===== config.mk =====
export PLATFORM = sky130hd
export DESIGN_NAME = wram_arbiter
export DESIGN_NICKNAME = d
export VERILOG_FILES = /design/src/rtl/wram_arb_pkg.sv /design/src/rtl/wram_rd_pipe.sv /design/src/rtl/wram_arbiter.sv
export SDC_FILE = /design/constraint.sdc
export NUM_CORES = 1
export LEC_CHECK = 0
export CAP_MARGIN = 20
export CELL_PAD_IN_SITES_DETAIL_PLACEMENT = 2
export CELL_PAD_IN_SITES_GLOBAL_PLACEMENT = 2
export CORE_MARGIN = 5
export CORE_UTILIZATION = 21
export CTS_BUF_LIST = sky130_fd_sc_hd__clkbuf_16
export CTS_CLUSTER_DIAMETER = 80
export CTS_CLUSTER_SIZE = 30
export DETAILED_ROUTE_END_ITERATION = 10
export GPL_TIMING_DRIVEN = 0
export PLACE_DENSITY_LB_ADDON = 0.3
export SYNTH_ARGS = -nofsm -noshare
export SYNTH_HDL_FRONTEND = slang
export SYNTH_HIERARCHICAL = 1
export SYNTH_SLANG_ARGS = --single-unit
export TNS_END_PERCENT = 1

===== constraint.sdc =====
create_clock -name clk -period 5.1 [get_ports clk]
set_input_delay 1.02 -clock clk [delete_from_list [all_inputs] [get_ports clk]]
set_output_delay 1.02 -clock clk [all_outputs]
set_load 0.02 [all_outputs]

===== src/rtl/wram_arb_pkg.sv =====
// Shared types and default widths for the weight-RAM arbiter.
//
// owner_t doubles as the arbiter state and as the value reported on the
// arbiter's owner output (0 none, 1 write/loader, 2 read/compute).
package wram_arb_pkg;

    typedef enum logic [1:0] {
        OWN_NONE = 2'd0,
        OWN_WR   = 2'd1,
        OWN_RD   = 2'd2
    } owner_t;

    localparam int ADDR_W_DEF = 16;   // covers the 55744-entry conv bank
    localparam int DATA_W_DEF = 8;
    localparam int HOLD_W     = 4;    // hold counter width, MAX_HOLD <= 15

endpackage


===== src/rtl/wram_rd_pipe.sv =====
// Read-valid pipeline for the weight-RAM arbiter.
//
// A read granted in cycle N reaches the RAM address register at edge N+1
// and the RAM returns data one cycle later, so the valid strobe is the
// grant delayed by two register stages. reset clears both stages, which
// drops any read still in flight.
//
// Ports:
//   clk        clock
//   reset      synchronous, active-high clear
//   in_valid   read grant of the current cycle
//   out_valid  strobe aligned with the RAM read data
module wram_rd_pipe (
    input  logic clk,
    input  logic reset,
    input  logic in_valid,
    output logic out_valid
);

    logic [1:0] vld_q;
    logic [1:0] vld_d;

    always_comb begin
        vld_d = {vld_q[0], in_valid};
    end

    always_ff @(posedge clk) begin
        if (reset) begin
            vld_q <= 2'b00;
        end else begin
            vld_q <= vld_d;
        end
    end

    assign out_valid = vld_q[1];

endmodule


===== src/rtl/wram_arbiter.sv =====
// Arbiter sharing one single-port weight RAM between the loader (writes)
// and the compute engine (reads). At most one access is granted per cycle;
// under contention the current owner keeps the RAM for at most MAX_HOLD
// consecutive grants before the other side is served. All RAM control
// signals are registered; read data comes back two cycles after the grant
// together with rd_valid.
//
// Build option: define WRAM_ARB_FIXED_PRIO_EN to make the write side win
// every contended cycle (hold counter removed). Intended for the initial
// load phase while the compute engine is idle.
//
// Ports:
//   clk, reset                 clock, synchronous active-high reset
//   wr_req/wr_addr/wr_data     loader write request (held until wr_gnt)
//   wr_gnt                     write accepted this cycle (combinational)
//   rd_req/rd_addr             compute read request (held until rd_gnt)
//   rd_gnt                     read accepted this cycle (combinational)
//   rd_data/rd_valid           read return, 2 cycles after rd_gnt
//   ram_addr/ram_wdata/ram_wren registered RAM controls
//   ram_rdata                  RAM read data, 1 cycle after ram_addr
//   owner                      current owner: 0 none, 1 write, 2 read
module wram_arbiter
    import wram_arb_pkg::*;
#(
    parameter int ADDR_W   = ADDR_W_DEF,
    parameter int DATA_W   = DATA_W_DEF,
    parameter int MAX_HOLD = 4
) (
    input  logic              clk,
    input  logic              reset,
    input  logic              wr_req,
    input  logic [ADDR_W-1:0] wr_addr,
    input  logic [DATA_W-1:0] wr_data,
    output logic              wr_gnt,
    input  logic              rd_req,
    input  logic [ADDR_W-1:0] rd_addr,
    output logic              rd_gnt,
    output logic [DATA_W-1:0] rd_data,
    output logic              rd_valid,
    output logic [ADDR_W-1:0] ram_addr,
    output logic [DATA_W-1:0] ram_wdata,
    output logic              ram_wren,
    input  logic [DATA_W-1:0] ram_rdata,
    output logic [1:0]        owner
);

    owner_t state_q;
    owner_t state_d;

`ifndef WRAM_ARB_FIXED_PRIO_EN
    // The owner keeps the RAM while hold_cnt is below this limit; the
    // counter starts at 0 on the first grant, so MAX_HOLD grants in a row.
    localparam logic [HOLD_W-1:0] HOLD_LIMIT = HOLD_W'(MAX_HOLD - 1);

    logic [HOLD_W-1:0] hold_cnt_q;
    logic [HOLD_W-1:0] hold_cnt_d;
`endif

    logic [ADDR_W-1:0] ram_addr_q;
    logic [ADDR_W-1:0] ram_addr_d;
    logic [DATA_W-1:0] ram_wdata_q;
    logic [DATA_W-1:0] ram_wdata_d;
    logic              ram_wren_q;
    logic              ram_wren_d;

    // ------------------------------------------------------------------
    // Grant decision and next state
    // ------------------------------------------------------------------
    always_comb begin
        wr_gnt  = 1'b0;
        rd_gnt  = 1'b0;
        state_d = OWN_NONE;
`ifndef WRAM_ARB_FIXED_PRIO_EN
        hold_cnt_d = '0;
`endif

        // Grants are suppressed during reset so a requester never sees an
        // acceptance that the cleared state would then forget.
        if (!reset) begin
            if (wr_req && !rd_req) begin
                wr_gnt = 1'b1;
            end else if (rd_req && !wr_req) begin
                rd_gnt = 1'b1;
            end else if (wr_req && rd_req) begin
`ifdef WRAM_ARB_FIXED_PRIO_EN
                wr_gnt = 1'b1;
`else
                case (state_q)
                    OWN_WR: begin
                        if (hold_cnt_q < HOLD_LIMIT) wr_gnt = 1'b1;
                        else                         rd_gnt = 1'b1;
                    end
                    OWN_RD: begin
                        if (hold_cnt_q < HOLD_LIMIT) rd_gnt = 1'b1;
                        else                         wr_gnt = 1'b1;
                    end
                    default: wr_gnt = 1'b1;   // from IDLE the write wins
                endcase
`endif
            end

            if (wr_gnt) state_d = OWN_WR;
            if (rd_gnt) state_d = OWN_RD;

`ifndef WRAM_ARB_FIXED_PRIO_EN
            // Count only repeat grants made while the other side waits;
            // a switch or an uncontended grant restarts the count.
            if ((wr_gnt && state_q == OWN_WR && rd_req) ||
                (rd_gnt && state_q == OWN_RD && wr_req)) begin
                hold_cnt_d = hold_cnt_q + 1'b1;
            end
`endif
        end
    end

    // ------------------------------------------------------------------
    // RAM control registers: address/data hold when nothing is granted
    // ------------------------------------------------------------------
    always_comb begin
        ram_addr_d  = ram_addr_q;
        ram_wdata_d = ram_wdata_q;
        ram_wren_d  = 1'b0;
        if (wr_gnt) begin
            ram_addr_d  = wr_addr;
            ram_wdata_d = wr_data;
            ram_wren_d  = 1'b1;
        end else if (rd_gnt) begin
            ram_addr_d  = rd_addr;
        end
    end

    always_ff @(posedge clk) begin
        if (reset) begin
            state_q     <= OWN_NONE;
            ram_addr_q  <= '0;
            ram_wdata_q <= '0;
            ram_wren_q  <= 1'b0;
        end else begin
            state_q     <= state_d;
            ram_addr_q  <= ram_addr_d;
            ram_wdata_q <= ram_wdata_d;
            ram_wren_q  <= ram_wren_d;
        end
    end

`ifndef WRAM_ARB_FIXED_PRIO_EN
    always_ff @(posedge clk) begin
        if (reset) begin
            hold_cnt_q <= '0;
        end else begin
            hold_cnt_q <= hold_cnt_d;
        end
    end
`endif

    // ------------------------------------------------------------------
    // Read return path
    // ------------------------------------------------------------------
    wram_rd_pipe u_rd_pipe (
        .clk       (clk),
        .reset     (reset),
        .in_valid  (rd_gnt),
        .out_valid (rd_valid)
    );

    // Masked so rd_data stays 0 outside valid cycles (and in reset).
    assign rd_data   = rd_valid ? ram_rdata : '0;

    assign ram_addr  = ram_addr_q;
    assign ram_wdata = ram_wdata_q;
    assign ram_wren  = ram_wren_q;
    assign owner     = state_q;

endmodule


==> impl_results.html, run 1 <==
<table>
<tr><th>Metric</th><th>Value</th></tr>
<tr><th colspan="2">Clocking</th></tr>
<tr><td>Count of clock tree sinks</td><td>33</td></tr>
<tr><td>Number of cells upsized or downsized after cts</td><td>0</td></tr>
<tr><td>Clock-pin transition on the worst setup and hold timing paths</td><td>0.05 ns</td></tr>
<tr><td>Clock latency at the later pin of the worst-skew pair</td><td>between 0.2 and 0.3 ns</td></tr>
<tr><td>Number of buffers created by CTS</td><td>5</td></tr>
<tr><td>Clock root cell</td><td>sky130_fd_sc_hd__clkbuf_16</td></tr>
<tr><td>Number of setup buffers added after CTS</td><td>0</td></tr>
<tr><td>TritonCTS clock tree</td><td>done</td></tr>
<tr><td>H-tree levels</td><td>2</td></tr>
<tr><td>Number of hold buffers added after cts</td><td>0</td></tr>
<tr><td>Clock buffer depth</td><td>2</td></tr>
<tr><th colspan="2">Routing</th></tr>
<tr><td>Average wire per cell in the routed design</td><td>between 15 and 20 um</td></tr>
<tr><td>DR vias/cell</td><td>4.62</td></tr>
<tr><td>Vias after detailed routing</td><td>1473</td></tr>
<tr><td>First-pass DRT Iterations</td><td>4</td></tr>
<tr><td>Remaining design rule violation count</td><td>0</td></tr>
<tr><td>Post-detailed-route count of antenna-violating nets</td><td>0</td></tr>
<tr><td>Initial drt markers</td><td>37</td></tr>
<tr><td>Overall routed net length</td><td>5210 um</td></tr>
<tr><th colspan="2">Run status</th></tr>
<tr><td>Run status</td><td>finished, final reports clean</td></tr>
<tr><th colspan="2">Floorplan</th></tr>
<tr><td>Placement row count</td><td>30</td></tr>
<tr><td>Die Y</td><td>92.3 um</td></tr>
<tr><td>Top-level I/O count</td><td>90</td></tr>
<tr><td>Die Width</td><td>92.3 um</td></tr>
<tr><td>Total die area</td><td>8520 sq um</td></tr>
<tr><td>Core box area</td><td>about 6700 sq um</td></tr>
<tr><td>Initial Utilization</td><td>0.213</td></tr>
<tr><th colspan="2">STA</th></tr>
<tr><td>Worst Tran Pin Value</td><td>around 0.52 ns</td></tr>
<tr><td>Share of the cycle needed by the critical path after routing</td><td>0.816</td></tr>
<tr><td>Hold Violations, Final</td><td>0</td></tr>
<tr><td>Setup slack after layout</td><td>between 0.9 and 1 ns</td></tr>
<tr><td>Unrepaired setup endpoints after global routing</td><td>no</td></tr>
<tr><td>Hold Slack</td><td>0.443 ns</td></tr>
<tr><td>Minimum period implied by the final worst setup slack</td><td>roughly 4.2 ns</td></tr>
<tr><td>Remaining max-slew budget at the tightest pin</td><td>0.654</td></tr>
<tr><td>Worst setup skew after layout</td><td>roughly 0.004 ns</td></tr>
<tr><td>Total Neg Setup Slack</td><td>0 ns</td></tr>
<tr><td>Endpoints failing setup</td><td>0</td></tr>
<tr><td>Highest attainable clock frequency</td><td>between 0.2 and 0.25 GHz</td></tr>
<tr><td>Total count of max-transition violations in the final report</td><td>0</td></tr>
<tr><th colspan="2">Place</th></tr>
<tr><td>Final estimated routing congestion in global placement</td><td>about 0.70</td></tr>
<tr><td>Half-perimeter wire length after detailed placement</td><td>4060 um</td></tr>
<tr><td>Post-placement setup slack</td><td>approximately 0.90 ns</td></tr>
<tr><td>Count of input and output buffers</td><td>89</td></tr>
<tr><th colspan="2">GRT</th></tr>
<tr><td>Aggregate global routing overflow</td><td>0</td></tr>
<tr><td>Largest net degree at the start of global routing</td><td>11</td></tr>
<tr><td>Initial antenna violation count</td><td>0</td></tr>
<tr><td>Total track usage</td><td>0.128</td></tr>
<tr><td>Number of global-route vias before repair</td><td>~1700</td></tr>
<tr><td>Global-route wire length before repair</td><td>8560 um</td></tr>
<tr><th colspan="2">Logic synthesis</th></tr>
<tr><td>Total standard cell area after synthesis</td><td>1420 sq um</td></tr>
<tr><td>Most common cell in the netlist</td><td>sky130_fd_sc_hd__dfxtp_1</td></tr>
<tr><td>Synth Net Count</td><td>197</td></tr>
<tr><td>Synth cell count leaders</td><td>sky130_fd_sc_hd__dfxtp_1 (33), sky130_fd_sc_hd__a221o_1 (16), sky130_fd_sc_hd__nor3b_1 (16), sky130_fd_sc_hd__nand2_1 (9), sky130_fd_sc_hd__nand2b_1 (9)</td></tr>
<tr><td>Portion of netlist area occupied by mux cells</td><td>0.00704</td></tr>
<tr><td>Register bit total from synthesis</td><td>33</td></tr>
<tr><td>Share of the synthesized area in the top cell type</td><td>0.464</td></tr>
<tr><td>Avg Inst Size Synth</td><td>10.0 sq um</td></tr>
<tr><td>Number of synthesized flops with an enable pin</td><td>0</td></tr>
<tr><td>Largest family of logic cells by synthesized area</td><td>simple AND/OR/NAND/NOR gates</td></tr>
<tr><td>Simple-gate share of the synthesized area</td><td>0.245</td></tr>
<tr><td>Largest cells by area after synthesis</td><td>sky130_fd_sc_hd__dfxtp_1 (46%), sky130_fd_sc_hd__a221o_1 (11%), sky130_fd_sc_hd__nor3b_1 (8.4%), sky130_fd_sc_hd__nand2b_1 (4.0%), sky130_fd_sc_hd__and2_1 (3.5%)</td></tr>
<tr><td>Share of the synthesized area in compound gates (AO/OA/AOI/OAI)</td><td>0.198</td></tr>
<tr><td>Synth Flop Type</td><td>sky130_fd_sc_hd__dfxtp_1</td></tr>
<tr><td>Synth async-reset ratio</td><td>0</td></tr>
<tr><td>Post-synthesis cell type with the largest combined area</td><td>sky130_fd_sc_hd__dfxtp_1</td></tr>
<tr><td>Number of standard cells after synthesis</td><td>142</td></tr>
<tr><td>Post-synthesis adder-cell area fraction</td><td>0.0264</td></tr>
<tr><td>Unique masters post-synth</td><td>30</td></tr>
<tr><td>Synth Area in XOR/XNOR</td><td>0.0123</td></tr>
<tr><td>Count of yosys warnings during synthesis</td><td>6</td></tr>
<tr><td>Post-synthesis sequential area ratio</td><td>0.464</td></tr>
<tr><th colspan="2">Power and ir drop</th></tr>
<tr><td>Leakage dissipation</td><td>0.960 nW</td></tr>
<tr><td>Power density over the cells</td><td>307 nW/um^2</td></tr>
<tr><td>Comb pwr share</td><td>0.211</td></tr>
<tr><td>Total power consumption of the routed design</td><td>around 790 uW</td></tr>
<tr><td>Sw Ratio</td><td>0.240</td></tr>
<tr><td>Switching component of the power</td><td>about 190 uW</td></tr>
<tr><td>Power share of the clock group</td><td>0.422</td></tr>
<tr><td>Worst ir drop on vdd</td><td>roughly 0.11 mV</td></tr>
<tr><td>Part of the total power dissipated in sequential elements</td><td>0.367</td></tr>
<tr><td>Internal power contribution</td><td>roughly 600 uW</td></tr>
<tr><th colspan="2">Critical path</th></tr>
<tr><td>RR Endpoint</td><td>ram_addr[7]</td></tr>
<tr><td>Delay of the slowest cell on the worst path</td><td>just over 0.6 ns</td></tr>
<tr><td>Kind of capture point of the worst setup path</td><td>primary output</td></tr>
<tr><td>Required time at the endpoint of the critical path</td><td>a little over 4 ns</td></tr>
<tr><td>Worst Path Max Fanout</td><td>10</td></tr>
<tr><td>Setup CP Type</td><td>in -&gt; out</td></tr>
<tr><td>Critical Path AT</td><td>roughly 3.1 ns</td></tr>
<tr><td>Highest-delay cell along the critical path</td><td>sky130_fd_sc_hd__clkdlybuf4s50_1</td></tr>
<tr><td>Worst R2R Setup Slack</td><td>2.63 ns</td></tr>
<tr><td>Crit-path most repeated cell</td><td>sky130_fd_sc_hd__clkdlybuf4s50_1</td></tr>
<tr><td>Startpoint of the most critical register-to-register path</td><td>owner[0]</td></tr>
<tr><td>Depth of the most critical reg-to-reg path</td><td>7</td></tr>
<tr><td>Ordered cell list for the critical path</td><td>clkdlybuf4s50_1, nor2b_1, a311oi_4, buf_6, buf_4, clkdlybuf4s50_1</td></tr>
<tr><td>Nature of the critical path startpoint</td><td>input pin</td></tr>
<tr><th colspan="2">Min path</th></tr>
<tr><td>Worst Hold Launch</td><td>u_rd_pipe/vld_q[0]</td></tr>
<tr><td>Hold depth</td><td>1</td></tr>
<tr><td>Endpoint with the worst hold slack</td><td>u_rd_pipe/vld_q[1]</td></tr>
<tr><td>Path class of the lowest-slack min-delay path</td><td>reg -&gt; reg</td></tr>
<tr><th colspan="2">Cells and area</th></tr>
<tr><td>Fraction of final layout cells with drive strength greater than 1</td><td>0.0544</td></tr>
<tr><td>Area Overhead vs Synth</td><td>81.1%</td></tr>
<tr><td>Area used by multi-input combinational logic</td><td>between 600 and 700 sq um</td></tr>
<tr><td>Diodes inserted</td><td>0</td></tr>
<tr><td>Final core utilization</td><td>0.386</td></tr>
<tr><td>Filler cells</td><td>757</td></tr>
<tr><td>Area taken by flip-flops and latches</td><td>between 600 and 700 sq um</td></tr>
<tr><td># nets final</td><td>around 290</td></tr>
<tr><th colspan="2">Run</th></tr>
<tr><td>Max-Cap Viols</td><td>0</td></tr>
</table>
-- layout by cell type, fill, tap and decap left out, types with 2 or more instances in the layout --
cell / synthesis / final
sky130_fd_sc_hd__a21oi_1: 3 / 3
sky130_fd_sc_hd__a221o_1: 16 / 16
sky130_fd_sc_hd__and2_1: 8 / 8
sky130_fd_sc_hd__buf_2: 2 / 2
sky130_fd_sc_hd__buf_6: 2 / 2
sky130_fd_sc_hd__clkbuf_1: 3 / 3
sky130_fd_sc_hd__clkbuf_16: 0 / 5
sky130_fd_sc_hd__clkdlybuf4s50_1: 0 / 89
sky130_fd_sc_hd__dfxtp_1: 33 / 33
sky130_fd_sc_hd__ha_1: 3 / 3
sky130_fd_sc_hd__inv_1: 4 / 5
sky130_fd_sc_hd__nand2_1: 9 / 9
sky130_fd_sc_hd__nand2b_1: 9 / 9
sky130_fd_sc_hd__nor2_1: 8 / 8
sky130_fd_sc_hd__nor2b_1: 3 / 3
sky130_fd_sc_hd__nor3b_1: 16 / 16
sky130_fd_sc_hd__o21ai_0: 8 / 8
-- worst max path at each step --
| stage | startpoint | to | slack (ns) |
|---|---|---|---|
| floorplan | owner[0] | wr_gnt | 2.17 |
| global placement | rd_req | wr_gnt | 0.93 |
| detailed placement | rd_req | wr_gnt | 0.90 |
| CTS | rd_req | wr_gnt | 0.89 |
| global route | rd_req | wr_gnt | 0.80 |
| finish | rd_req | wr_gnt | 0.94 |
-- per-layer routing --
layer / vias to the layer above / GRT usage / share of wire / routed length (um)
met3: 2 / 0.0512 / 0.075 / 391
met5: - / 0 / 0 / 0
li1: 707 / - / - / -
met1: 703 / 0.140 / 0.42 / 2180
met4: 0 / 0.0371 / 0.0056 / 29
met2: 61 / 0.227 / 0.50 / 2610
-- critical path: cells and delay by family --
kind	cells	cell delay, ns
AND/OR/NAND/NOR	1	0.22
buffers and inverters	4	1.51
AO/OA/AOI/OAI	1	0.38
-- final cells by class --
class / instances / share of cell area
sequential: 33 / 0.256
clock buffer: 5 / 0.0486
inverter: 4 / 0.00583
clock inverter: 3 / 0.0146
multi-input combinational: 97 / 0.270
buffer: 8 / 0.0199
tap: 80 / 0.0389
timing repair buffer: 89 / 0.346
-- stage by stage --
step | area (sq um) | std cells
6_report | 2580 | 319
5_1_grt | 2580 | 319
4_1_cts | 2580 | 319
3_5_place_dp | 2410 | 311
3_3_place_gp | 2410 | 311
2_1_floorplan | 1420 | 142
-- cells by family after synthesis --
| family | Yosys count |
|---|---|
| simple gates | 58 |
| compound gates | 33 |
| flops | 33 |
| buf+inv | 12 |
| fa+ha+maj | 3 |
| xor+xnor | 2 |
| mux | 1 |
-- sequential cells by signal, summed over array words and instances, names as in the netlist --
signal / cells
u_rd_pipe/vld_q: 2
ram_wdata: 8
owner: 2
ram_addr: 16
ram_wren: 1
hold_cnt_q: 4
-- power groups by stage --
stage | registers [mW] | logic (mW) | clock network, mW
2_1_floorplan | 0.319 | 0.0466 | 0
3_3_place_gp | 0.295 | 0.166 | 0
3_5_place_dp | 0.295 | 0.169 | 0
4_1_cts | 0.290 | 0.170 | 0.348
5_1_grt | 0.293 | 0.179 | 0.364
6_report | 0.290 | 0.166 | 0.333
Note: power is estimated with default switching activity, not from simulation.
==> run 2: changes to the inputs <==
--- a/config.mk
+++ b/config.mk
@@ -9,7 +9,7 @@
 export CELL_PAD_IN_SITES_DETAIL_PLACEMENT = 2
 export CELL_PAD_IN_SITES_GLOBAL_PLACEMENT = 2
 export CORE_MARGIN = 5
-export CORE_UTILIZATION = 21
+export CORE_UTILIZATION = 20
 export CTS_BUF_LIST = sky130_fd_sc_hd__clkbuf_16
 export CTS_CLUSTER_DIAMETER = 80
 export CTS_CLUSTER_SIZE = 30
==> constraint.sdc (replaced) <==
create_clock -name clk -period 3.9 [get_ports clk]
set_input_delay 0.78 -clock clk [delete_from_list [all_inputs] [get_ports clk]]
set_output_delay 0.78 -clock clk [all_outputs]
set_load 0.02 [all_outputs]
==> impl_results.html, run 2 (synthesis results as in run 1) <==
<table>
<tr><th>Metric</th><th>Value</th></tr>
<tr><th colspan="2">Run status</th></tr>
<tr><td>Run status</td><td>finished, final reports clean</td></tr>
<tr><th colspan="2">GRT</th></tr>
<tr><td>Aggregate global routing overflow</td><td>0 (unchanged)</td></tr>
<tr><td>Initial antenna violation count</td><td>0 (unchanged)</td></tr>
<tr><td>Total track usage</td><td>0.123 (-0.00491)</td></tr>
<tr><td>Number of global-route vias before repair</td><td>1693 (+1.4%)</td></tr>
<tr><td>Global-route wire length before repair</td><td>8500 um (-0.72%)</td></tr>
<tr><td>Largest net degree at the start of global routing</td><td>11 (unchanged)</td></tr>
<tr><th colspan="2">STA</th></tr>
<tr><td>Worst Tran Pin Value</td><td>0.553 ns (+0.0358 ns)</td></tr>
<tr><td>Share of the cycle needed by the critical path after routing</td><td>0.942</td></tr>
<tr><td>Unrepaired setup endpoints after global routing</td><td>no</td></tr>
<tr><td>Endpoints failing setup</td><td>0 (unchanged)</td></tr>
<tr><td>Total Neg Setup Slack</td><td>0 ns (unchanged)</td></tr>
<tr><td>Worst setup skew after layout</td><td>0.00315 ns (-0.000829 ns)</td></tr>
<tr><td>Hold Violations, Final</td><td>0 (unchanged)</td></tr>
<tr><td>Remaining max-slew budget at the tightest pin</td><td>0.630 (-0.0239)</td></tr>
<tr><td>Minimum period implied by the final worst setup slack</td><td>approximately 3.7 ns</td></tr>
<tr><td>Highest attainable clock frequency</td><td>0.272 GHz</td></tr>
<tr><td>Total count of max-transition violations in the final report</td><td>0 (unchanged)</td></tr>
<tr><th colspan="2">Cells and area</th></tr>
<tr><td>Design area</td><td>2570 sq um (-0.19%)</td></tr>
<tr><td>Most common library cell in the layout ignoring fill and taps</td><td>sky130_fd_sc_hd__clkdlybuf4s50_1</td></tr>
<tr><td># nets final</td><td>293 (unchanged)</td></tr>
<tr><td>Area Overhead vs Synth</td><td>80.7%</td></tr>
<tr><td>Max FFs per register</td><td>16 (unchanged)</td></tr>
<tr><td>Fraction of final layout cells with drive strength greater than 1</td><td>0.0544 (unchanged)</td></tr>
<tr><td>Diodes inserted</td><td>0 (unchanged)</td></tr>
<tr><td>Highest-count cells in the layout ignoring fill and taps</td><td>sky130_fd_sc_hd__clkdlybuf4s50_1 (89), sky130_fd_sc_hd__dfxtp_1 (33), sky130_fd_sc_hd__nor3b_1 (16), sky130_fd_sc_hd__a221o_1 (16)</td></tr>
<tr><th colspan="2">Critical path</th></tr>
<tr><td>Highest-delay cell along the critical path</td><td>sky130_fd_sc_hd__clkdlybuf4s50_1</td></tr>
<tr><td>Startpoint of the most critical register-to-register path</td><td>owner[0]</td></tr>
<tr><td>Count of buffer and inverter cells on the critical path</td><td>4 (unchanged)</td></tr>
<tr><td>Nature of the critical path startpoint</td><td>input pin</td></tr>
<tr><td>Delay of the slowest cell on the worst path</td><td>0.62 ns (about the same)</td></tr>
<tr><td>Crit-path most repeated cell</td><td>sky130_fd_sc_hd__clkdlybuf4s50_1</td></tr>
<tr><td>Timing endpoint of the critical path</td><td>wr_gnt</td></tr>
<tr><td>Setup CP Type</td><td>in -&gt; out</td></tr>
<tr><td>CP Launch Point</td><td>rd_req</td></tr>
<tr><td>Depth of the most critical reg-to-reg path</td><td>7 (unchanged)</td></tr>
<tr><td>Worst Path Max Fanout</td><td>10 (unchanged)</td></tr>
<tr><td>RR Endpoint</td><td>ram_addr[9]</td></tr>
<tr><td>Worst R2R Setup Slack</td><td>1.31 ns (-1.32 ns)</td></tr>
<tr><td>Ordered cell list for the critical path</td><td>clkdlybuf4s50_1, nor2b_1, a311oi_4, buf_6, buf_4, clkdlybuf4s50_1</td></tr>
<tr><td>Critical Path AT</td><td>2.89 ns (-0.25 ns)</td></tr>
<tr><td>Kind of capture point of the worst setup path</td><td>primary output</td></tr>
<tr><td>Largest delay share family, worst path</td><td>buffers and inverters</td></tr>
<tr><td>Required time at the endpoint of the critical path</td><td>3.12 ns (-0.96 ns)</td></tr>
<tr><td>Worst path depth</td><td>6 (unchanged)</td></tr>
<tr><th colspan="2">Clocking</th></tr>
<tr><td>Number of buffers created by CTS</td><td>5 (unchanged)</td></tr>
<tr><td>Number of setup buffers added after CTS</td><td>0 (unchanged)</td></tr>
<tr><td>Clock buffer depth</td><td>2 (unchanged)</td></tr>
<tr><td>H-tree levels</td><td>2 (unchanged)</td></tr>
<tr><td>Count of clock tree sinks</td><td>33 (unchanged)</td></tr>
<tr><td>Number of hold buffers added after cts</td><td>0 (unchanged)</td></tr>
<tr><td>TritonCTS clock tree</td><td>done</td></tr>
<tr><td>Clock latency at the later pin of the worst-skew pair</td><td>0.28 ns (about the same)</td></tr>
<tr><td>Clock-pin transition on the worst setup and hold timing paths</td><td>0.05 ns (about the same)</td></tr>
<tr><td>Number of cells upsized or downsized after cts</td><td>0 (unchanged)</td></tr>
<tr><td>Clock root cell</td><td>sky130_fd_sc_hd__clkbuf_16</td></tr>
<tr><th colspan="2">Power and ir drop</th></tr>
<tr><td>Worst ir drop on vdd</td><td>0.138 mV (+23%)</td></tr>
<tr><td>Sw Ratio</td><td>0.257 (+0.0167)</td></tr>
<tr><td>Comb pwr share</td><td>0.226 (+0.015)</td></tr>
<tr><td>Switching component of the power</td><td>248 uW (+31%)</td></tr>
<tr><td>Part of the total power dissipated in sequential elements</td><td>0.393 (+0.026)</td></tr>
<tr><td>Internal power contribution</td><td>719 uW (+20%)</td></tr>
<tr><td>Power share of the clock group</td><td>0.381 (-0.041)</td></tr>
<tr><td>Leakage dissipation</td><td>0.946 nW (-1.5%)</td></tr>
<tr><td>Power density over the cells</td><td>376 nW/um^2 (+23%)</td></tr>
<tr><th colspan="2">Routing</th></tr>
<tr><td>Highest metal layer with signal wires</td><td>met4</td></tr>
<tr><td>Detailed-routing wirelength on met1</td><td>2340 um (+7.5%)</td></tr>
<tr><td>Vias after detailed routing</td><td>1479 (+0.41%)</td></tr>
<tr><td>First-pass DRT Iterations</td><td>4 (unchanged)</td></tr>
<tr><td>DR WL met3</td><td>425 um (+8.7%)</td></tr>
<tr><td>Initial drt markers</td><td>33 (-11%)</td></tr>
<tr><td>DR vias/cell</td><td>4.41 (-4.4%)</td></tr>
<tr><td>Overall routed net length</td><td>5340 um (+2.6%)</td></tr>
<tr><td>Post-detailed-route count of antenna-violating nets</td><td>0 (unchanged)</td></tr>
<tr><td>Detailed route wirelength on metal2</td><td>2500 um (-4.2%)</td></tr>
<tr><td>Average wire per cell in the routed design</td><td>15.9 um (-2.3%)</td></tr>
<tr><td>Remaining design rule violation count</td><td>0 (unchanged)</td></tr>
<tr><th colspan="2">Place</th></tr>
<tr><td>Half-perimeter wire length after detailed placement</td><td>4150 um (+2.2%)</td></tr>
<tr><td>Placed cell areas</td><td>2430 sq um (+0.83%)</td></tr>
<tr><td>Count of input and output buffers</td><td>89 (unchanged)</td></tr>
<tr><td>Final estimated routing congestion in global placement</td><td>0.725 (+2.9%)</td></tr>
<tr><th colspan="2">Min path</th></tr>
<tr><td>Worst Hold Launch</td><td>u_rd_pipe/vld_q[0]</td></tr>
<tr><td>Path class of the lowest-slack min-delay path</td><td>reg -&gt; reg</td></tr>
<tr><th colspan="2">Floorplan</th></tr>
<tr><td>Die Y</td><td>94.3 um (+2.2%)</td></tr>
<tr><td>Initial Utilization</td><td>0.207 (-0.00582)</td></tr>
<tr><td>Die Width</td><td>94.3 um (+2.2%)</td></tr>
<tr><td>Core box area</td><td>6870 sq um (+2.8%)</td></tr>
<tr><td>Top-level I/O count</td><td>90 (unchanged)</td></tr>
<tr><td>Total die area</td><td>8900 sq um (+4.5%)</td></tr>
<tr><td>Placement row count</td><td>30 (unchanged)</td></tr>
<tr><th colspan="2">Run</th></tr>
<tr><td>Max-Cap Viols</td><td>0 (unchanged)</td></tr>
</table>
## run 2: cell count changes in the layout (fill, tap and decap cells not counted), sizes merged
cell | before | now
clkinv | 1 | 3
bufinv | 1 | 0
inv | 5 | 4
## run 2: cell type report
type / instances / area [sq um]
clock buffer: 5 / 125
buffer: 8 / 51.3
tap: 96 / 120
sequential: 33 / 661
multi-input combinational: 97 / 696
clock inverter: 3 / 12.5
inverter: 4 / 15.0
fill: 756 / 4300
timing repair buffer: 89 / 891
## run 2: power groups by stage
stage | Combinational [mW] | Clock, mW | Sequential, mW
2_1_floorplan | 0.0609 | 0 | 0.417
3_3_place_gp | 0.218 | 0 | 0.386
3_5_place_dp | 0.222 | 0 | 0.386
4_1_cts | 0.223 | 0.384 | 0.380
5_1_grt | 0.234 | 0.396 | 0.384
6_report | 0.219 | 0.369 | 0.380
## run 2: worst reg2reg max path: stages, from the launching register on
cell and delay, ns:
sky130_fd_sc_hd__dfxtp_1 0.37, sky130_fd_sc_hd__inv_1 0.06, sky130_fd_sc_hd__ha_1 0.33, sky130_fd_sc_hd__nor4b_1 0.48, sky130_fd_sc_hd__a21oi_1 0.13, sky130_fd_sc_hd__nor2_1 0.45, sky130_fd_sc_hd__clkbuf_1 0.47, sky130_fd_sc_hd__a221o_1 0.24
## run 2: worst min-delay path by stage
stage / end / cells past startpoint / slack, ns
floorplan: u_rd_pipe/vld_q[1] / 1 / 0.41
global placement: u_rd_pipe/vld_q[1] / 1 / 0.42
detailed placement: u_rd_pipe/vld_q[1] / 1 / 0.43
CTS: u_rd_pipe/vld_q[1] / 1 / 0.44
global route: u_rd_pipe/vld_q[1] / 1 / 0.46
finish: u_rd_pipe/vld_q[1] / 1 / 0.44
## run 2: layer usage
metal  GRT usage  vias to the layer above
met4      0.0469                        0
met5           0                        -
met3      0.0414                        6
met2       0.210                       66
li1            -                      708
met1       0.141                      699
## run 2: stage by stage
step	hold slack [ns]	setup slack (ns)	total power [mW]	utilization	std cells
finish	0.436	0.226	0.967	0.374	335
global route	0.457	0.131	1.01	0.374	335
CTS	0.442	0.196	0.987	0.374	335
detailed placement	0.430	0.211	0.608	0.354	327
global placement	0.420	0.234	0.605	0.354	327
floorplan	0.414	1.21	0.478	-	142
==> run 3: changes to the inputs <==
--- a/config.mk
+++ b/config.mk
@@ -15,9 +15,9 @@
 export CTS_CLUSTER_SIZE = 30
 export DETAILED_ROUTE_END_ITERATION = 10
 export GPL_TIMING_DRIVEN = 0
+export MAX_ROUTING_LAYER = met4
 export PLACE_DENSITY_LB_ADDON = 0.3
 export SYNTH_ARGS = -nofsm -noshare
 export SYNTH_HDL_FRONTEND = slang
-export SYNTH_HIERARCHICAL = 1
 export SYNTH_SLANG_ARGS = --single-unit
 export TNS_END_PERCENT = 1
==> impl_results.html, run 3 <==
<table>
<tr><th>Metric</th><th>Value</th></tr>
<tr><th colspan="2">Run status</th></tr>
<tr><td>Run status</td><td>finished, final reports clean</td></tr>
<tr><th colspan="2">GRT</th></tr>
<tr><td>Met3 track demand over resource</td><td>0.0550 (+0.0135)</td></tr>
<tr><td>Met2 Use GR</td><td>0.206 (-0.00473)</td></tr>
<tr><td>Global-route wire length before repair</td><td>8550 um (+0.58%)</td></tr>
<tr><td>Total track usage</td><td>0.128 (+0.00453)</td></tr>
<tr><td>Initial antenna violation count</td><td>0 (unchanged)</td></tr>
<tr><td>Global route hottest layer</td><td>met2</td></tr>
<tr><td>Aggregate global routing overflow</td><td>0 (unchanged)</td></tr>
<tr><td>Number of global-route vias before repair</td><td>1681 (-0.71%)</td></tr>
<tr><td>Largest net degree at the start of global routing</td><td>11 (unchanged)</td></tr>
<tr><td>Global routing met1 resource utilization</td><td>0.149 (+0.00731)</td></tr>
<tr><th colspan="2">Critical path</th></tr>
<tr><td>Setup CP Type</td><td>in -&gt; out</td></tr>
<tr><td>Ordered cell list for the critical path</td><td>clkdlybuf4s50_1, nor2b_1, a311oi_4, buf_6, buf_4, clkdlybuf4s50_1</td></tr>
<tr><td>Required time at the endpoint of the critical path</td><td>3.12 ns (about the same)</td></tr>
<tr><td>Critical Path AT</td><td>2.97 ns (+0.08 ns)</td></tr>
<tr><td>Count of buffer and inverter cells on the critical path</td><td>4 (unchanged)</td></tr>
<tr><td>Crit-path most repeated cell</td><td>sky130_fd_sc_hd__clkdlybuf4s50_1</td></tr>
<tr><td>Worst Path Max Fanout</td><td>10 (unchanged)</td></tr>
<tr><td>Kind of capture point of the worst setup path</td><td>primary output</td></tr>
<tr><td>Largest delay share family, worst path</td><td>buffers and inverters</td></tr>
<tr><td>Delay of the slowest cell on the worst path</td><td>0.62 ns (about the same)</td></tr>
<tr><td>Highest-delay cell along the critical path</td><td>sky130_fd_sc_hd__clkdlybuf4s50_1</td></tr>
<tr><td>Nature of the critical path startpoint</td><td>input pin</td></tr>
<tr><th colspan="2">Clocking</th></tr>
<tr><td>Number of hold buffers added after cts</td><td>0 (unchanged)</td></tr>
<tr><td>Clock buffer depth</td><td>2 (unchanged)</td></tr>
<tr><td>Clock latency at the later pin of the worst-skew pair</td><td>0.28 ns (about the same)</td></tr>
<tr><td>Number of setup buffers added after CTS</td><td>0 (unchanged)</td></tr>
<tr><td>Count of clock tree sinks</td><td>33 (unchanged)</td></tr>
<tr><td>Number of cells upsized or downsized after cts</td><td>0 (unchanged)</td></tr>
<tr><td>H-tree levels</td><td>2 (unchanged)</td></tr>
<tr><td>Clock root cell</td><td>sky130_fd_sc_hd__clkbuf_16</td></tr>
<tr><td>TritonCTS clock tree</td><td>done</td></tr>
<tr><td>Clock-pin transition on the worst setup and hold timing paths</td><td>0.05 ns (about the same)</td></tr>
<tr><td>Number of buffers created by CTS</td><td>5 (unchanged)</td></tr>
<tr><th colspan="2">Cells and area</th></tr>
<tr><td># nets final</td><td>293 (unchanged)</td></tr>
<tr><td>Non-filler instance count after layout</td><td>335 (unchanged)</td></tr>
<tr><td>Highest-count cells in the layout ignoring fill and taps</td><td>sky130_fd_sc_hd__clkdlybuf4s50_1 (89), sky130_fd_sc_hd__dfxtp_1 (33), sky130_fd_sc_hd__nor3b_1 (16), sky130_fd_sc_hd__a221o_1 (16), sky130_fd_sc_hd__o21ai_0 (9)</td></tr>
<tr><td>Fraction of final layout cells with drive strength greater than 1</td><td>0.0544 (unchanged)</td></tr>
<tr><td>Area Overhead vs Synth</td><td>82.1%</td></tr>
<tr><td>Filler cells</td><td>751 (-0.66%)</td></tr>
<tr><td>Max FFs per register</td><td>16 (unchanged)</td></tr>
<tr><td>Diodes inserted</td><td>0 (unchanged)</td></tr>
<tr><td>Most common library cell in the layout ignoring fill and taps</td><td>sky130_fd_sc_hd__clkdlybuf4s50_1</td></tr>
<tr><th colspan="2">Place</th></tr>
<tr><td>Count of input and output buffers</td><td>89 (unchanged)</td></tr>
<tr><td>Final estimated routing congestion in global placement</td><td>0.707 (-2.5%)</td></tr>
<tr><td>Half-perimeter wire length after detailed placement</td><td>4200 um (+1.3%)</td></tr>
<tr><td>Dpl cells</td><td>327 (unchanged)</td></tr>
<tr><th colspan="2">Logic synthesis</th></tr>
<tr><td>Avg Inst Size Synth</td><td>10.1 sq um (+0.44%)</td></tr>
<tr><td>Number of synthesized flops with an enable pin</td><td>0 (unchanged)</td></tr>
<tr><td>Total standard cell area after synthesis</td><td>1430 sq um (+0.44%)</td></tr>
<tr><td>Post-synthesis cell type with the largest combined area</td><td>sky130_fd_sc_hd__dfxtp_1</td></tr>
<tr><td>Largest cells by area after synthesis</td><td>sky130_fd_sc_hd__dfxtp_1 (46%), sky130_fd_sc_hd__a221o_1 (11%), sky130_fd_sc_hd__nor3b_1 (8.4%), sky130_fd_sc_hd__and2_1 (3.5%), sky130_fd_sc_hd__nand2b_1 (3.5%)</td></tr>
<tr><td>Register bit total from synthesis</td><td>33 (unchanged)</td></tr>
<tr><td>Share of the synthesized area in the top cell type</td><td>0.462 (-0.00203)</td></tr>
<tr><td>Post-synthesis sequential area ratio</td><td>0.462 (-0.00203)</td></tr>
<tr><td>Synth cell count leaders</td><td>sky130_fd_sc_hd__dfxtp_1 (33), sky130_fd_sc_hd__a221o_1 (16), sky130_fd_sc_hd__nor3b_1 (16), sky130_fd_sc_hd__o21ai_0 (9)</td></tr>
<tr><td>Number of standard cells after synthesis</td><td>142 (unchanged)</td></tr>
<tr><td>Count of yosys warnings during synthesis</td><td>0 (-6)</td></tr>
<tr><td>Synth Net Count</td><td>197 (unchanged)</td></tr>
<tr><td>Unique masters post-synth</td><td>29 (-3.3%)</td></tr>
<tr><td>Synth async-reset ratio</td><td>0 (unchanged)</td></tr>
<tr><td>Most common cell in the netlist</td><td>sky130_fd_sc_hd__dfxtp_1</td></tr>
<tr><td>Synth Flop Type</td><td>sky130_fd_sc_hd__dfxtp_1</td></tr>
<tr><th colspan="2">Floorplan</th></tr>
<tr><td>Total die area</td><td>8930 sq um (+0.39%)</td></tr>
<tr><td>Top-level I/O count</td><td>90 (unchanged)</td></tr>
<tr><td>Initial Utilization</td><td>0.208 (+0.000911)</td></tr>
<tr><td>Core box area</td><td>6870 sq um (unchanged)</td></tr>
<tr><td>Placement row count</td><td>30 (unchanged)</td></tr>
<tr><td>Die Width</td><td>94.5 um (+0.20%)</td></tr>
<tr><td>Die Y</td><td>94.5 um (+0.20%)</td></tr>
<tr><th colspan="2">STA</th></tr>
<tr><td>Highest attainable clock frequency</td><td>0.266 GHz (-2.1%)</td></tr>
<tr><td>Total count of max-transition violations in the final report</td><td>0 (unchanged)</td></tr>
<tr><td>Worst Tran Pin Value</td><td>0.523 ns (-0.0299 ns)</td></tr>
<tr><td>Share of the cycle needed by the critical path after routing</td><td>0.963 (+0.0205)</td></tr>
<tr><td>Total Neg Setup Slack</td><td>0 ns (unchanged)</td></tr>
<tr><td>Unrepaired setup endpoints after global routing</td><td>no</td></tr>
<tr><td>Hold Violations, Final</td><td>0 (unchanged)</td></tr>
<tr><td>Remaining max-slew budget at the tightest pin</td><td>0.650 (+0.0200)</td></tr>
<tr><td>Worst setup skew after layout</td><td>0.00370 ns (+0.000553 ns)</td></tr>
<tr><td>Endpoints failing setup</td><td>0 (unchanged)</td></tr>
<tr><td>Minimum period implied by the final worst setup slack</td><td>3.75 ns (+0.0800 ns)</td></tr>
<tr><th colspan="2">Power and ir drop</th></tr>
<tr><td>Total power consumption of the routed design</td><td>1.05 mW (+8.1%)</td></tr>
<tr><td>Power density over the cells</td><td>402 nW/um^2 (+6.8%)</td></tr>
<tr><td>Power share of the clock group</td><td>0.424 (+0.043)</td></tr>
<tr><td>Leakage dissipation</td><td>0.975 nW (+3.1%)</td></tr>
<tr><td>Part of the total power dissipated in sequential elements</td><td>0.363 (-0.030)</td></tr>
<tr><td>Internal power contribution</td><td>787 uW (+9.4%)</td></tr>
<tr><td>Sw Ratio</td><td>0.248 (-0.00889)</td></tr>
<tr><td>Worst ir drop on vdd</td><td>0.197 mV (+43%)</td></tr>
<tr><td>Switching component of the power</td><td>259 uW (+4.4%)</td></tr>
<tr><td>Comb pwr share</td><td>0.212 (-0.014)</td></tr>
<tr><th colspan="2">Min path</th></tr>
<tr><td>Path class of the lowest-slack min-delay path</td><td>reg -&gt; reg</td></tr>
<tr><th colspan="2">Run</th></tr>
<tr><td>Max-Cap Viols</td><td>0 (unchanged)</td></tr>
<tr><th colspan="2">Routing</th></tr>
<tr><td>Vias after detailed routing</td><td>1502 (+1.6%)</td></tr>
<tr><td>Initial drt markers</td><td>34 (+3.0%)</td></tr>
<tr><td>DR vias/cell</td><td>4.48 (+1.6%)</td></tr>
<tr><td>First-pass DRT Iterations</td><td>4 (unchanged)</td></tr>
<tr><td>Remaining design rule violation count</td><td>0 (unchanged)</td></tr>
<tr><td>Average wire per cell in the routed design</td><td>16.4 um (+2.7%)</td></tr>
<tr><td>Overall routed net length</td><td>5490 um (+2.7%)</td></tr>
<tr><td>Post-detailed-route count of antenna-violating nets</td><td>0 (unchanged)</td></tr>
</table>
-- run 3: routing by layer --
metal	part of all wire	vias up	wire length, um
li1	-	709	-
met2	0.46	77	2520
met5	0	-	0
met3	0.098	3	537
met1	0.43	713	2390
met4	0.0078	0	43
-- run 3: path summary, 6_finish.rpt --
kind                                           end  slack, ns  depth (start not counted)          startpoint
worst max register to register         ram_addr[9]       1.42                          7            owner[0]
worst min-delay path            u_rd_pipe.vld_q[1]       0.45                          1  u_rd_pipe.vld_q[0]
worst max-delay path                        wr_gnt       0.15                          6              rd_req
worst min register to register  u_rd_pipe.vld_q[1]       0.45                          1  u_rd_pipe.vld_q[0]
-- run 3: cell families (layout without fill, tap and decap cells) --
logic type | count (synthesis) | count (layout) | synth area share
adder cells (fa/ha/maj) | 3 | 3 | 0.0263
buffers and inverters | 13 | 110 | 0.0490
XOR/XNOR | 2 | 2 | 0.0123
flip-flops | 33 | 33 | 0.462
AO/OA/AOI/OAI | 33 | 33 | 0.198
AND/OR/NAND/NOR | 58 | 58 | 0.252
-- run 3: cell type report --
class / instances / area, sq um / share of cell area
Buffer: 8 / 51.3 / 0.0197
Clock buffer: 5 / 125 / 0.0481
Clock inverter: 3 / 37.5 / 0.0144
Inverter: 5 / 18.8 / 0.00721
Multi-Input combinational cell: 96 / 698 / 0.268
Sequential cell: 33 / 661 / 0.254
Tap cell: 96 / 120 / 0.0462
Timing Repair Buffer: 89 / 891 / 0.342
-- run 3: per-stage QoR --
step / instance area, sq um / util / hold WS, ns / worst slack [ns]
CTS: 2600 / 0.379 / 0.458 / 0.125
floorplan: 1430 / - / 0.414 / 1.24
global route: 2600 / 0.379 / 0.465 / 0.00380
global placement: 2440 / 0.355 / 0.417 / 0.166
detailed placement: 2440 / 0.355 / 0.446 / 0.139
finish: 2600 / 0.379 / 0.445 / 0.145
-- run 3: power by group through the flow --
stage	clock, mW	combinational, mW	sequential [mW]
detailed placement	0	0.225	0.387
CTS	0.458	0.226	0.381
floorplan	0	0.0622	0.417
global route	0.475	0.237	0.384
global placement	0	0.221	0.386
finish	0.444	0.222	0.380
-- run 3: worst register-to-register path: stages (launching register included) --
cell and delay (ns):
sky130_fd_sc_hd__dfxtp_1 0.36, sky130_fd_sc_hd__inv_1 0.07, sky130_fd_sc_hd__ha_1 0.33, sky130_fd_sc_hd__nor4b_1 0.41, sky130_fd_sc_hd__a21oi_1 0.12, sky130_fd_sc_hd__nor2_1 0.42
sky130_fd_sc_hd__clkbuf_1 0.47, sky130_fd_sc_hd__a221o_1 0.24
